<file path="src/rtl/cont_delay_line.sv">
// Clocked model of a delayed net: din is the driven value and dout follows it
// D = ASSIGN_DLY + NET_DLY cycles later.
// MODE 0 (inertial): one pending update. A newer change replaces it, and a
// return to the current dout cancels it.
// MODE 1 (transport): every change is queued with its due time and
// replayed in order.
// Ports:
//   clk, rst_n : clock, asynchronous active-low reset
//   din        : driven value, sampled each rising edge
//   clr_ovf    : synchronous clear of ovf
//   dout       : delayed net value
//   pending    : at least one scheduled update is outstanding
//   cancel     : one-cycle pulse when an inertial pending update is discarded
//   ovf        : sticky, set when a transport event is dropped on a full queue
module cont_delay_line #(
    parameter int               WIDTH      = 1,
    parameter int               ASSIGN_DLY = 1,
    parameter int               NET_DLY    = 1,
    parameter int               MODE       = 0,
    parameter int               DEPTH      = 4,
    parameter logic [WIDTH-1:0] RESET_VAL  = '0
) (
    input  logic             clk,
    input  logic             rst_n,
    input  logic [WIDTH-1:0] din,
    input  logic             clr_ovf,
    output logic [WIDTH-1:0] dout,
    output logic             pending,
    output logic             cancel,
    output logic             ovf
);

    localparam int          DLY_SUM   = ASSIGN_DLY + NET_DLY;
    localparam int unsigned D         = (DLY_SUM < 1) ? 32'd1 : 32'(DLY_SUM);
    localparam int unsigned DEP       = (DEPTH < 1) ? 32'd1 : 32'(DEPTH);
    localparam int unsigned CW        = $clog2(D + 1);
    localparam int unsigned TW        = $clog2(D) + 1;
    localparam int unsigned PW        = (DEP > 1) ? $clog2(DEP) : 1;
    localparam int unsigned NW        = $clog2(DEP + 1);
    localparam bit          TRANSPORT = (MODE == 1);

    // Reject illegal configurations at elaboration.
    if (DLY_SUM < 1 || DEPTH < 1 || (MODE != 0 && MODE != 1)) begin : g_param_check
        $error("cont_delay_line: illegal parameters D=%0d DEPTH=%0d MODE=%0d",
               DLY_SUM, DEPTH, MODE);
    end

    logic [WIDTH-1:0] sched_q, sched_d;
    logic [WIDTH-1:0] dout_d;
    logic             pending_d, cancel_d, ovf_d;

    // Inertial pending update.
    logic             ival_q, ival_d;
    logic [WIDTH-1:0] ivalue_q, ivalue_d;
    logic [CW-1:0]    icnt_q, icnt_d;

    // Transport event queue.
    logic [TW-1:0]    tnow_q, tnow_d;
    logic [WIDTH-1:0] fval_q [DEP];
    logic [TW-1:0]    fdue_q [DEP];
    logic [PW-1:0]    rd_ptr_q, rd_ptr_d, wr_ptr_q, wr_ptr_d;
    logic [NW-1:0]    fcnt_q, fcnt_d;

    logic change_c, push_c, pop_c, drop_c;

    // Next-state logic for both modes.
    always_comb begin
        sched_d   = sched_q;
        dout_d    = dout;
        cancel_d  = 1'b0;
        ovf_d     = ovf;
        ival_d    = ival_q;
        ivalue_d  = ivalue_q;
        icnt_d    = icnt_q;
        tnow_d    = tnow_q;
        rd_ptr_d  = rd_ptr_q;
        wr_ptr_d  = wr_ptr_q;
        fcnt_d    = fcnt_q;
        push_c    = 1'b0;
        pop_c     = 1'b0;
        drop_c    = 1'b0;
        pending_d = 1'b0;

        change_c = (din != sched_q);
        if (change_c) begin
            sched_d = din;
        end

        if (!TRANSPORT) begin
            // A change always wins over an update maturing on the same edge,
            // and is judged against the pre-edge dout.
            if (change_c) begin
                cancel_d = ival_q;
                if (din != dout) begin
                    ival_d   = 1'b1;
                    ivalue_d = din;
                    icnt_d   = CW'(D);
                end else begin
                    ival_d = 1'b0;
                    icnt_d = '0;
                end
            end else if (ival_q) begin
                if (icnt_q == CW'(1)) begin
                    dout_d = ivalue_q;
                    ival_d = 1'b0;
                    icnt_d = '0;
                end else begin
                    icnt_d = icnt_q - CW'(1);
                end
            end
            pending_d = ival_d;
        end else begin
            tnow_d = tnow_q + TW'(1);
            pop_c  = (fcnt_q != '0) && (fdue_q[rd_ptr_q] == tnow_q);
            // A pop on the same edge frees a slot for a push to a full queue.
            push_c = change_c && ((fcnt_q != NW'(DEP)) || pop_c);
            drop_c = change_c && !push_c;
            if (pop_c) begin
                dout_d   = fval_q[rd_ptr_q];
                rd_ptr_d = (rd_ptr_q == PW'(DEP - 1)) ? '0 : rd_ptr_q + PW'(1);
            end
            if (push_c) begin
                wr_ptr_d = (wr_ptr_q == PW'(DEP - 1)) ? '0 : wr_ptr_q + PW'(1);
            end
            fcnt_d = fcnt_q + NW'(push_c) - NW'(pop_c);
            if (drop_c) begin
                ovf_d = 1'b1;
            end else if (clr_ovf) begin
                ovf_d = 1'b0;
            end
            pending_d = (fcnt_d != '0);
        end
    end

    // State and output registers.
    always_ff @(posedge clk or negedge rst_n) begin
        if (!rst_n) begin
            sched_q  <= RESET_VAL;
            dout     <= RESET_VAL;
            pending  <= 1'b0;
            cancel   <= 1'b0;
            ovf      <= 1'b0;
            ival_q   <= 1'b0;
            ivalue_q <= RESET_VAL;
            icnt_q   <= '0;
            tnow_q   <= '0;
            rd_ptr_q <= '0;
            wr_ptr_q <= '0;
            fcnt_q   <= '0;
        end else begin
            sched_q  <= sched_d;
            dout     <= dout_d;
            pending  <= pending_d;
            cancel   <= cancel_d;
            ovf      <= ovf_d;
            ival_q   <= ival_d;
            ivalue_q <= ivalue_d;
            icnt_q   <= icnt_d;
            tnow_q   <= tnow_d;
            rd_ptr_q <= rd_ptr_d;
            wr_ptr_q <= wr_ptr_d;
            fcnt_q   <= fcnt_d;
        end
    end

    // Queue storage. Validity comes from fcnt_q, so the storage needs no reset.
    always_ff @(posedge clk) begin
        if (push_c) begin
            fval_q[wr_ptr_q] <= din;
            fdue_q[wr_ptr_q] <= tnow_q + TW'(D);
        end
    end

endmodule

</file>
<file path="config.mk">
export PLATFORM = sky130hd
export DESIGN_NAME = cont_delay_line
export DESIGN_NICKNAME = d
export VERILOG_FILES = /design/src/rtl/cont_delay_line.sv
export SDC_FILE = /design/constraint.sdc
export NUM_CORES = 1
export LEC_CHECK = 0
export ABC_AREA = 1
export BUFFER_PORTS_ARGS = -buffer_cell sky130_fd_sc_hd__buf_4
export CAP_MARGIN = 20
export CORE_AREA = 5 5 42 44
export DETAILED_ROUTE_END_ITERATION = 6
export DIE_AREA = 0 0 47 49
export PLACE_DENSITY = 0.51
export SLEW_MARGIN = 20
export SYNTH_ARGS = -nofsm -noshare
export SYNTH_HDL_FRONTEND = slang
export SYNTH_SLANG_ARGS = --single-unit
</file>
<file path="constraint.sdc">
create_clock -name clk -period 1.05 [get_ports clk]
set_input_delay 0.1575 -clock clk [delete_from_list [all_inputs] [get_ports clk]]
set_output_delay 0.1575 -clock clk [all_outputs]
set_load 0.01 [all_outputs]
</file>
Yosys cells after proc, flatten, opt, wreduce, memory -nomap -nowiden --
Cells that the tools add are included. W data, S select, Z words.
Storage, ports and cells: register bits 7, output and inout port bits 4, logic and storage cells 23
Cells by class: add/sub/neg operators 1, equality and inequality tests 3, multiplexer cells 9, bitwise operators 1, reductions and logical operators 3
Operator list (number):
- $mux W2 | 4
- $mux W1 | 5
- $reduce_and A3 Y1 | 1
- $eq A2 B1 Y1 const B | 1
- $ne A1 B1 Y1 | 2
- $reduce_and A2 Y1 | 1
- $reduce_bool A2 Y1 | 1
- $sub A2 B1 Y2 const B | 1
- $not A1 Y1 | 1

Longest topological paths before layout --
Gate-level depths: netlist (run 1).
word-level depth 4, mapped depth 7, mapped depth without buffers 7

Worst setup path before layout (run 1) --
No wires, ideal clock.
path kind reg2reg, from register icnt_q[0], to register icnt_q[1], arrival time 0.851 ns, required time 0.934 ns, slack 0.083 ns, cell stages (with the launch flop) 6, buffers on the path 0, period minus slack after synthesis 0.967 ns, cells stage by stage dfrtp_1 > ha_1 > nand2_1 > nand2_1 > nand2_1 > nand2_1
On the way: word-level cells in the longest chain between the ends 4, elaborated cells on any way between the ends 5
Ends and longest elaborated chain:
- start: declaration | RTL line 55 | logic [CW-1:0] icnt_q, icnt_d;
- start signal: assignment | RTL line 158 | icnt_q <= icnt_d;
- $sub A2 B1 Y2 / $eq A2 B1 Y1 (equally long branches) | RTL line 108, 103
- $mux W2 * | RTL line 103 | if (icnt_q == CW'(1)) begin
- $mux W2 * | RTL line 102 | end else if (ival_q) begin
- $mux W2 * | RTL line 92 | if (change_c) begin
Mark *: on every way between the ends. The rest lies on a longest branch, timed or not. The select of a mux whose other input is x is not followed. A chain may end at the register's enable or synchronous reset.

==> metrics, run 1 <==
detailed-route vias per instance 4.07; post-route clock period utilization 0.957; Final Hold Vio Count 0; f_max between 0.9 and 1 GHz; fin. max-slew vios 0; FF+latch area 176 sq um; Inserted Diodes 0; endpoints failing setup 0; clk sinks 7; die height a little under 50 um; Core Util, Final 0.333; CTS Buf Count 3; Req. time, crit path slightly below 900 ps; most frequent cells in the layout nand2_1, buf_4, dfrtp_1, nand2_2; PnR worst setup slack 45.1 ps; dpl ws ~49 ps; status complete, no violations; critical path's largest stage delay roughly 440 ps; Critical Path Fanout Max 5; hold_ws around 59 ps; DRT Wirelength approximately 650 um; Initial DRT Pass Iterations 2; final setup skew 5.13 ps; Worst Hold Depth 1; Worst Setup End Kind output pin; crit path launch type register; Ports 8; post-layout minimum cycle time about 1000 ps; DR DRC count 0; vias in the first global route 273; Multi-input gate area about 160 sq um; r2r worst-path depth 6; RSZ-0062 raised after global routing true; # nets final 61; CTS max path bufs 2; initial antenna violation count 0; Cells after Synth 45; Clock Latency Late Sink approximately 250 ps; Filler cells ~160; post-route ant nets 0; pwr/cell area between 2000 and 2500 nW/um^2; Setup CP Type reg -> out; GRT Util Overall 0.0680; count of input and output buffers 5; Post-Syn Area roughly 360 sq um; # rows 14; Die W around 47 um; Synth cell types 15; Critical-path top delay cell dfrtp_2; layout cell share with drive strength beyond 1 0.400; vias about 290; Initial Util 0.255; Area Overhead vs Synth 30.4%; HPWL Detailed roughly 500 um; pin count of the biggest net entering global routing 8; CTS tree built; Mapped Nets 50; final instance area approximately 470 sq um; critical path arrival ~850 ps; min-delay worst type in -> reg; Worst path depth 1; Ys Warns 0; Buffers & Inverters on Critical Path 1; Root Driver clkbuf_4; CP delay by family, top flip-flops; WL/cell roughly 9.2 um; P_leak 0.000252 uW; Critical Path, Cell by Cell buf_4; Placeable Area 1400 sq um; Post-DP Area just over 400 sq um; RePlAce Congestion 0.718; maximum vdd ir drop 931 uV; Starting DRT DRC Count 3; die area between 2000 and 2500 sq um; CTS H-tree depth 1; Reg clk slew, reported paths ~50 ps; GRT Residual Overflow 0; commonest non-fill, non-tap cell in the layout nand2_1; first-pass GRT wire length between 1000 and 1500 um; Avg Cell Area, Syn about 8.0 sq um; Seq/Total Area, Yosys 0.490; Max-Cap Viols 0; Seq cells post-synth 7
[per-layer routing]
metal / global-route usage / vias up / wire (um)
li1: - / 150 / -
met5: 0 / - / 0
met3: 0.0111 / 2 / 22
met1: 0.0895 / 132 / 283
met4: 0.0553 / 0 / 12
met2: 0.0928 / 5 / 336
[stage by stage]
step           setup TNS, ps  cells  total power, uW
2_1_floorplan              0     45              625
3_3_place_gp               0     65              752
3_5_place_dp               0     65              754
4_1_cts                    0     70             1000
5_1_grt                -20.7     71             1100
6_report                   0     71             1000
[cells by family after synthesis]
group | count (synthesis) | synth area share
and+or+nand+nor | 26 | 0.332
adders and majority gates | 1 | 0.0350
AOI/OAI and AO/OA | 2 | 0.0385
DFF | 7 | 0.490
other | 1 | 0.0105
buffers and inverters | 8 | 0.0944
[synthesized netlist by cell type, drive strengths merged]
library cell  number  area, sq um
buf                1         7.51
clkbuf             1         3.75
conb               1         3.75
dfrtp              7          175
ha                 1         12.5
inv                6         22.5
nand2             21         88.8
nand3              1         5.00
nand4              1         6.26
nor2               3         18.8
o21ai              2         13.8
[where the power goes]
part	internal, uW	leakage, uW	switching (uW)
clock network	145	0.0000150	91.6
logic	156	0.000151	178
registers	359	0.0000865	70.2
[layout make-up]
type / count / area share
Multi-Input combinational cell: 30 / 0.340
Timing Repair Buffer: 8 / 0.134
Inverter: 6 / 0.0483
Clock buffer: 4 / 0.0563
Tap cell: 16 / 0.0429
Sequential cell: 7 / 0.378
[registers in the layout, summed over array words and instances, names as in the netlist]
name      count
cancel        1
dout          1
icnt_q        2
ival_q        1
ivalue_q      1
sched_q       1
[path summary, 6_finish.rpt]
kind	from	endpoint	slack, ps
worst max-delay path	ival_q	pending	50
worst min-delay path	din	sched_q	60
worst max register to register	icnt_q[1]	icnt_q[1]	60
worst min register to register	icnt_q[1]	icnt_q[1]	470
max in group asynchronous	rst_n	ival_q	660
min in group asynchronous	rst_n	ival_q	260
[what timing repair did]
item | CTS | global route
buffers inserted | 0 | 1
hold buffers | 1 | 0
hold endpoints to repair | 7 | 0
setup endpoints to repair | 0 | 4
resized for setup | 0 | 5
(Power assumes the default switching activity.)
==> inputs of run 2 (changes only) <==
ABC_AREA = default   (was 1)
==> run 2 against run 1 <==
The run now ends with negative setup slack left. Worst hold slack better by 9.1 ps. Register-to-register slack got worse by 250 ps. Clock power rose by 5%. Routed wire length grew 2.4%. Clock-buffer cell count did not move. Critical path type is now reg -> reg. Largest power group is now combinational logic.
==> metrics, run 2 <==
Cells after Synth 37 (was 45); CTS max path bufs 2 (unchanged); Post-Syn Area 354 sq um (was 358 sq um); maximum vdd ir drop 725 uV (was 931 uV); P_int 759 uW (was 659 uW); GRT Residual Overflow 0 (unchanged); Critical Path, Cell by Cell inv_1, ha_1, mux2_4, o21ai_2, o22ai_1 (was buf_4); initial antenna violation count 0 (unchanged); WL/cell 10.2 um (was 9.21 um); switching share of power 0.323 (was 0.340); fin. max-slew vios 0 (unchanged); Critical-path top delay cell dfrtp_1 (was dfrtp_2); crit path launch type register (unchanged); GRT Util Overall 0.0794 (was 0.0680); worst r2r dst icnt_q[1] (unchanged); Synth cell types 19 (was 15); vias in the first global route 302 (was 273); part of the power in the clock network 0.220 (was 0.236); min-delay src din (unchanged); Placeable Area 1400 sq um (unchanged); Reg with most FFs icnt_q (unchanged); post-route ant nets 0 (unchanged); DR DRC count 0 (unchanged); post-layout minimum cycle time 1240 ps (was 1000 ps); detailed-route vias per instance 4.35 (was 4.07); part of the power in combinational logic 0.405 (was 0.334); Setup TNS -387 ps (was 0 ps); Critical Path Fanout Max 2 (was 5); Register-to-Register Setup Slack -190 ps (was 60 ps); CTS Buf Count 3 (unchanged); P_leak 0.000242 uW (was 0.000252 uW); HPWL Detailed 508 um (was 501 um); Clock Latency Late Sink 250 ps (about the same); Synth area leader dfrtp_1 (unchanged); final setup skew 5.64 ps (was 5.13 ps); Seq/Total Area, Yosys 0.495 (was 0.490); Die W 47 um (unchanged); Final Hold Vio Count 0 (unchanged); Root Driver clkbuf_4 (unchanged); layout cell share with drive strength beyond 1 0.380 (was 0.400); Ys Warns 0 (unchanged); clk sinks 7 (unchanged); commonest non-fill, non-tap cell in the layout buf_4 (was nand2_1); Net Sw Power 362 uW (was 340 uW); CTS tree built (unchanged); dpl ws -236 ps (was 49.2 ps); critical path arrival 1380 ps (was 850 ps); Initial DRT Pass Iterations 3 (was 2); pin count of the biggest net entering global routing 8 (unchanged); # nets final 56 (was 61); Avg Cell Area, Syn 9.57 sq um (was 7.95 sq um); hold endpoint sched_q (unchanged); RePlAce Congestion 0.779 (was 0.718); f_max 0.803 GHz (was 0.995 GHz); Max-Cap Viols 0 (unchanged); Inserted Diodes 0 (unchanged); Worst Hold Depth 1 (unchanged); post-route clock period utilization 1.19 (was 0.957); RSZ-0062 raised after global routing true (unchanged); Core Util, Final 0.351 (was 0.333); Worst Setup End Kind register (was output pin); Seq pwr share 0.375 (was 0.430); Yosys top cell area share 0.495 (was 0.490); Seq cells post-synth 7 (unchanged); Worst R2R Start icnt_q[1] (unchanged); failing checks negative setup slack; Async SR Flop Fraction 1.00 (unchanged); number of synthesized flops with an enable pin 0 (unchanged); Mapped Nets 42 (was 50); pwr/cell area 2280 nW/um^2 (was 2140 nW/um^2); die height 49 um (unchanged); Synth Flop Type dfrtp_1 (unchanged); PnR worst setup slack -195 ps (was 45.1 ps); r2r worst-path depth 5 (was 6); # rows 14 (unchanged); synth top area cells dfrtp_1, o21ai_0, buf_4 (was dfrtp_1, nand2_1, nand2_2); Ports 8 (unchanged); DRT Wirelength 670 um (was 654 um); min-delay worst type in -> reg (unchanged); status complete, but fails checks (was complete, no violations); die area 2300 sq um (unchanged); CTS H-tree depth 1 (unchanged); Reg clk slew, reported paths 60 ps (was 50 ps); endpoints failing setup 3 (was 0); most frequent cells in the layout buf_4, dfrtp_1, inv_1 (was nand2_1, buf_4, dfrtp_1, nand2_2); Starting DRT DRC Count 4 (was 3); Initial Util 0.253 (was 0.255); Area Overhead vs Synth 38.9% (was 30.4%); count of input and output buffers 5 (unchanged); Filler cells 159 (was 155); vias 287 (was 289); first-pass GRT wire length 1240 um (was 1120 um); Req. time, crit path 1180 ps (was 890 ps); critical path's largest stage delay 340 ps (was 440 ps); Setup CP Type reg -> reg (was reg -> out); most instantiated library cell after synthesis dfrtp_1 (was nand2_1); Post-synth top cells dfrtp_1, o21ai_0, inv_1 (was nand2_1, dfrtp_1, inv_1, nand2_2); Largest register FFs 2 (unchanged)
==> run 2: cell count changes in the layout (fill, tap and decap cells not counted), sizes merged, moves of 2 or more <==
cell,change
nand2,-19
mux2,+2
o21ai,+4
inv,-2
buf,+4
==> run 2: repair_timing <==
action / in CTS / in global routing
setup buffers: 0 / 0
pin swaps: 1 / 0
endpoints found under the setup margin: 6 / 5
hold buffers: 1 / 0
endpoints found under the hold margin: 7 / 0
resized for setup: 5 / 1
==> run 2: cell type report <==
cell class | instances | area [sq um] | share of cell area
clock buffers | 4 | 26.3 | 0.0534
inverters | 4 | 15.0 | 0.0305
multi-input cells | 23 | 155 | 0.316
flip-flops and latches | 7 | 175 | 0.356
well taps | 16 | 20.0 | 0.0407
repair buffers | 12 | 100 | 0.204
==> run 2: routing by layer <==
metal	up-vias	GRT usage	wire length [um]
li1	146	-	-
met1	132	0.0966	310
met2	7	0.102	322
met3	2	0.0332	27
met4	0	0.0691	10
met5	-	0	0
==> run 2: worst max-delay path by stage <==
stage / startpoint / to / depth (start not counted)
6_report: icnt_q[1] / icnt_q[1] / 5
5_1_grt: icnt_q[1] / icnt_q[1] / 5
4_1_cts: icnt_q[1] / icnt_q[1] / 5
3_5_place_dp: icnt_q[1] / icnt_q[1] / 5
3_3_place_gp: icnt_q[0] / icnt_q[1] / 4
2_1_floorplan: icnt_q[0] / icnt_q[1] / 4
==> run 2: kinds of logic (layout without fill, tap and decap cells) <==
kind of cell,Yosys count,in the layout,synth area share
fa+ha+maj,1,1,0.0353
compound gates,9,9,0.138
simple gates,8,8,0.110
other cells,1,1,0.0106
mux,3,3,0.0919
flops,7,7,0.495
xor+xnor,1,1,0.0247
buf+inv,7,20,0.0954
==> run 2: critical path, delay by kind of cell (launching register included) <==
family | cells | cell delay [ps]
flops | 1 | 340
fa+ha+maj | 1 | 280
mux | 1 | 270
compound gates | 2 | 190
buf+inv | 1 | 40
==> run 2: through the flow <==
stage | instances | area (sq um) | total power, uW | hold slack, ps
2_1_floorplan | 37 | 358 | 660 | -138
5_1_grt | 66 | 492 | 1240 | 52.3
3_3_place_gp | 62 | 449 | 857 | -24.5
3_5_place_dp | 62 | 449 | 871 | -25.4
6_report | 66 | 492 | 1120 | 68.5
4_1_cts | 66 | 492 | 1140 | 58.9
==> run 2: power by group through the flow <==
stage          Combinational, uW  Sequential [uW]  Clock [uW]
6_report                     454              420         247
5_1_grt                      525              438         275
4_1_cts                      461              423         257
3_5_place_dp                 464              407           0
3_3_place_gp                 453              404           0
2_1_floorplan                224              437           0
